File: src/rtl/col_norm.sv
`default_nettype none
//============================================================================
// Module      : col_norm
// Description : Streaming Euclidean norm of a signed S1.14 vector of up to
//               8 elements. Squares are accumulated in Q6.28, then a
//               restoring bit-serial square root (17 iterations) produces an
//               unsigned 2.14 result with saturation and zero flags.
// Revision    : 1.0 - initial release
//============================================================================
module col_norm (
    input  logic        i_clk,
    input  logic        i_rst_n,
    input  logic        i_valid,
    input  logic [15:0] i_data,
    input  logic        i_last,
    output logic        o_ready,
    output logic        o_valid,
    output logic [15:0] o_norm,
    output logic        o_sat,
    output logic        o_zero
);

    typedef enum logic [1:0] {
        ACC  = 2'd0,
        SQRT = 2'd1,
        DONE = 2'd2
    } state_t;

    // Index of the 8th element (auto-termination) and of the final root bit
    localparam logic [2:0] c_LAST_IDX  = 3'd7;
    localparam logic [4:0] c_LAST_ITER = 5'd16;

    state_t       r_state;
    state_t       w_state_nxt;

    logic [33:0]  r_acc;      // sum of squares; doubles as radicand shifter
    logic [2:0]   r_cnt;
    logic [17:0]  r_rem;
    logic [16:0]  r_root;
    logic [4:0]   r_iter;
    logic [15:0]  r_norm;
    logic         r_sat;
    logic         r_zero;

    logic               w_accept;
    logic               w_end_vec;
    logic               w_sqrt_last;
    logic signed [31:0] w_prod;
    logic [33:0]        w_sq;
    logic [19:0]        w_rem_sh;
    logic [19:0]        w_trial;
    logic               w_ge;
    logic [17:0]        w_rem_nxt;
    logic [16:0]        w_root_nxt;
    logic [15:0]        w_norm_fin;

    assign w_accept    = i_valid && (r_state == ACC);
    assign w_end_vec   = w_accept && (i_last || (r_cnt == c_LAST_IDX));
    assign w_sqrt_last = (r_state == SQRT) && (r_iter == c_LAST_ITER);

    // Square of a signed value is nonnegative, so the 32-bit product is
    // reinterpreted as unsigned Q2.28 and zero-extended into the accumulator.
    assign w_prod = $signed(i_data) * $signed(i_data);
    assign w_sq   = {2'b00, $unsigned(w_prod)};

    // One restoring square-root step: bring down the next radicand bit pair
    // and try subtracting (4*root + 1).
    assign w_rem_sh   = {r_rem, r_acc[33:32]};
    assign w_trial    = {1'b0, r_root, 2'b01};
    assign w_ge       = (w_rem_sh >= w_trial);
    assign w_rem_nxt  = w_ge ? 18'(w_rem_sh - w_trial) : w_rem_sh[17:0];
    assign w_root_nxt = {r_root[15:0], w_ge};
    assign w_norm_fin = w_root_nxt[16] ? 16'hFFFF : w_root_nxt[15:0];

    assign o_ready = (r_state == ACC);
    assign o_valid = (r_state == DONE);
    assign o_norm  = r_norm;
    assign o_sat   = r_sat;
    assign o_zero  = r_zero;

    // State register
    always_ff @(posedge i_clk or negedge i_rst_n) begin
        if (!i_rst_n) begin
            r_state <= ACC;
        end else begin
            r_state <= w_state_nxt;
        end
    end

    // Next-state logic: accumulate until vector end, 17 root steps, one result cycle
    always_comb begin
        w_state_nxt = r_state;
        case (r_state)
            ACC:     if (w_end_vec)   w_state_nxt = SQRT;
            SQRT:    if (w_sqrt_last) w_state_nxt = DONE;
            DONE:    w_state_nxt = ACC;
            default: w_state_nxt = ACC;
        endcase
    end

    // Datapath: accumulation, square-root iterations and result registers
    always_ff @(posedge i_clk or negedge i_rst_n) begin
        if (!i_rst_n) begin
            r_acc  <= '0;
            r_cnt  <= '0;
            r_rem  <= '0;
            r_root <= '0;
            r_iter <= '0;
            r_norm <= '0;
            r_sat  <= 1'b0;
            r_zero <= 1'b0;
        end else begin
            case (r_state)
                ACC: begin
                    if (w_accept) begin
                        r_acc <= r_acc + w_sq;
                        r_cnt <= r_cnt + 3'd1;
                    end
                    if (w_end_vec) begin
                        r_rem  <= '0;
                        r_root <= '0;
                        r_iter <= '0;
                    end
                end
                SQRT: begin
                    r_acc  <= {r_acc[31:0], 2'b00};
                    r_rem  <= w_rem_nxt;
                    r_root <= w_root_nxt;
                    r_iter <= r_iter + 5'd1;
                    if (w_sqrt_last) begin
                        r_norm <= w_norm_fin;
                        r_sat  <= w_root_nxt[16];
                        r_zero <= (w_norm_fin == 16'h0000);
                    end
                end
                DONE: begin
                    r_acc <= '0;
                    r_cnt <= '0;
                end
                default: ;
            endcase
        end
    end

endmodule
`default_nettype wire

File: config.mk
export PLATFORM = sky130hd
export DESIGN_NAME = col_norm
export DESIGN_NICKNAME = d
export VERILOG_FILES = /design/src/rtl/col_norm.sv
export SDC_FILE = /design/constraint.sdc
export NUM_CORES = 1
export LEC_CHECK = 0
export ABC_AREA = 1
export CORE_MARGIN = 2
export CORE_UTILIZATION = 55
export CTS_CLUSTER_DIAMETER = 150
export DETAILED_ROUTE_END_ITERATION = 10
export PLACE_DENSITY = 0.72
export SYNTH_ARGS = -nofsm -noshare
export SYNTH_HDL_FRONTEND = slang
export SYNTH_SLANG_ARGS = --single-unit
export TNS_END_PERCENT = 5
File: constraint.sdc
create_clock -name i_clk -period 5.8 [get_ports i_clk]
set_clock_uncertainty 0.15 [all_clocks]
set_input_delay 0.87 -clock i_clk [delete_from_list [all_inputs] [get_ports i_clk]]
set_output_delay 0.87 -clock i_clk [all_outputs]
set_load 0.05 [all_outputs]
==> qor.json <==
{
  "run_status": {
    "status": "finished, violations left",
    "violations_in_the_final_reports": "negative setup slack"
  },
  "sta": {
    "finalCriticalPeriod_ns": 7.200,
    "finalSetupViolCount": 26,
    "final.setup.worst_slack_ns": -1.400,
    "layout_worst_path_cycle_share": 1.241,
    "worst_pin_slew_ns": 1.183,
    "slew-limit-headroom": 0.2103,
    "report.final.hold_viol_count": 0,
    "slew_viol_final": 0,
    "grt_setup_unrepaired": "yes",
    "timing.fmax_mhz": 138.9
  },
  "setup_path": {
    "most_frequent_cp_cell": "sky130_fd_sc_hd__fa_1",
    "cp.arrival_ns": 7.34,
    "terminus_of_the_critical_flop_to_flop_path": "r_rem[8]",
    "rr_startpoint": "r_state[0]",
    "worstPathMaxFanout": 6,
    "worstSetupEndpointType": "flip-flop",
    "critPathSlowestCell": "sky130_fd_sc_hd__fa_2",
    "cp_data_required_time_ns": 5.94,
    "reg2reg_setup_slack_ns": 2.90,
    "start_kind": "input pin",
    "critical_path_class": "input pin to flip-flop",
    "rr_worst_depth": 12,
    "critical-path-max-stage-delay_ns": 0.62
  },
  "logic_synthesis": {
    "synthArstFlopShare": 1.000,
    "netlist_instances": 2269,
    "mappedNetlistArea_um2": 17020,
    "ys_dominant_reg_cell": "sky130_fd_sc_hd__dfrtp_1",
    "syn-num-nets": 2677,
    "yosys.cell_types.count": 54,
    "yosys_register_bits": 97,
    "synth_enable_flop_cells": 0,
    "synth.yosys.seq_area_share": 0.1426,
    "synthesis.yosys.warnings": 0,
    "postSynthAreaPerCell_um2": 7.503
  },
  "grt": {
    "grt_util_all_layers": 0.3077,
    "antenna_violations_before_repair": 0,
    "grt_pass1_vias": 17079,
    "grt_overflow_total": 0,
    "grt_first_pass_wirelength_um": 81970,
    "largest_net_degree_at_the_start_of_global_routing": 54
  },
  "floorplan": {
    "floorplan.die_area_um2": 32370,
    "io_pins": 40,
    "die_width_um": 179.9,
    "fp.coreArea_um2": 30510,
    "core.rowCount": 64,
    "die_h_um": 179.9,
    "initial_core_util": 0.5580
  },
  "route": {
    "route.final.wire_length_um": 48010,
    "detailedRoute.firstIterationViolations": 977,
    "route.antenna.remaining_nets": 0,
    "firstDrtPassIters": 7,
    "num_vias": 15869,
    "viasPerCell": 5.270,
    "drt_drc_violations_left": 0,
    "wl_per_cell_um": 15.95
  },
  "clock_network": {
    "clk_latency_ns": 0.37,
    "numCtsBuffers": 9,
    "cts_num_sinks": 97,
    "ctsRootBufferMaster": "sky130_fd_sc_hd__clkbuf_16",
    "cts_tree": "yes",
    "clock_tree.htree_level_count": 3,
    "clkTransAtPathRegs_ns": 0.08,
    "cts-hold-fix-buffers": 0,
    "clock_tree.buffer_depth": 2
  },
  "cells_and_area": {
    "layout-drive-gt1-share": 0.2776,
    "leading_cell_type_in_the_layout_fill_and_taps_excluded": "sky130_fd_sc_hd__inv_1",
    "design_area_um2": 22480,
    "most-common-layout-cells": "sky130_fd_sc_hd__inv_1, sky130_fd_sc_hd__nand2_1, sky130_fd_sc_hd__buf_4",
    "area_delta_synth_final_pct": 32.07,
    "number_of_fill_cells_in_the_layout": 2236,
    "diodes": 0,
    "final_net_count": 3018
  },
  "placement": {
    "place_area_um2": 20060,
    "place.gp.congestion": 0.9861,
    "dp_hpwl_um": 36840,
    "portBuffers": 39
  },
  "worst_hold_path": {
    "whs_endpoint": "r_cnt[0]",
    "hold_path.class": "flip-flop to flip-flop",
    "number_of_cells_on_the_worst_hold_path": 1,
    "worstHoldStart": "r_cnt[0]"
  },
  "flow_run": {
    "max_cap_violations": 0
  }
}
[routing by layer]
| metal | up-vias | routed length, um | part of all wire | track usage |
|---|---|---|---|---|
| met5 | - | 0 | 0 | 0 |
| met4 | 0 | 1121 | 0.023 | 0.06959 |
| met3 | 90 | 2103 | 0.044 | 0.03687 |
| met2 | 420 | 24000 | 0.50 | 0.5476 |
| met1 | 7771 | 20790 | 0.43 | 0.4026 |
| li1 | 7588 | - | - | - |
[cells by family (layout without fill, tap and decap cells)]
kind of cell               after synthesis  in the layout  synth area share
buffers and inverters                  611            957            0.1371
DFF                                     97             97            0.1426
AOI/OAI and AO/OA                      297            297            0.1003
adders and majority gates              388            388            0.3888
and+or+nand+nor                        823            823            0.2040
xor gates and xnor gates                53             53           0.02727
[layout make-up]
type	count	area [um2]	area share
clock buffer	10	229.0	0.01018
clock inverter	6	51.30	0.002282
inverter	555	2092	0.09304
multi-input combinational	1561	14000	0.6227
sequential	97	2427	0.1080
tap	396	495.5	0.02204
timing repair buffer	386	3188	0.1418
[critical path: cells and delay by family]
| family | cells | cell delay, ns |
|---|---|---|
| AOI/OAI and AO/OA | 2 | 0.43 |
| xor gates and xnor gates | 1 | 0.25 |
| and+or+nand+nor | 10 | 1.10 |
| buffers and inverters | 10 | 0.95 |
| adders and majority gates | 8 | 3.71 |
[state kept, by name, summed over array words and instances, names as in the netlist]
name / flops
o_zero: 1
r_acc: 34
o_norm: 16
r_state: 2
o_sat: 1
r_cnt: 3
r_rem: 18
r_root: 17
r_iter: 5
[repair_timing]
action	in CTS	in global routing
gates resized for setup	382	52
gates cloned	4	0
setup buffers	56	0
pin swaps	204	28
endpoints found under the setup margin	27	27
[worst max path at each step]
stage	start	to	slack, ns	cells past startpoint
2_1_floorplan	i_data[3]	r_acc[33]	-1.20	31
3_3_place_gp	i_data[15]	r_acc[28]	-2.42	33
3_5_place_dp	i_data[15]	r_acc[32]	-2.52	32
4_1_cts	i_data[4]	r_acc[28]	-1.28	32
5_1_grt	i_data[7]	r_acc[33]	-1.71	34
6_report	i_data[3]	r_acc[24]	-1.40	31
[through the flow]
stage / utilization / std cells / setup WS, ns / TNS (ns) / hold WS [ns]
after floorplan: - / 2269 / -1.201 / -25.90 / 0.2972
after global placement: 0.6575 / 2936 / -2.417 / -54.73 / 0.3201
after detailed placement: 0.6575 / 2936 / -2.517 / -56.39 / 0.3191
after CTS: 0.7290 / 3011 / -1.282 / -28.72 / 0.3280
after global routing: 0.7370 / 3011 / -1.706 / -38.71 / 0.3633
final: 0.7370 / 3011 / -1.400 / -30.44 / 0.3292
[Yosys cell counts, drive strengths merged, types with 19 or more instances]
master / n / share of area
inv: 553 / 0.12
ha: 153 / 0.11
nor2: 150 / 0.034
nand3: 102 / 0.030
clkbuf: 42 / 0.0093
nand4: 20 / 0.0086
xor2: 35 / 0.018
fa: 235 / 0.28
nor3: 19 / 0.0068
a21oi: 153 / 0.046
o21ai: 71 / 0.022
dfrtp: 97 / 0.14
nand2: 496 / 0.11
Power is not shown: default switching activity piles up to over one toggle a cycle in this logic, so the estimate is an artifact.
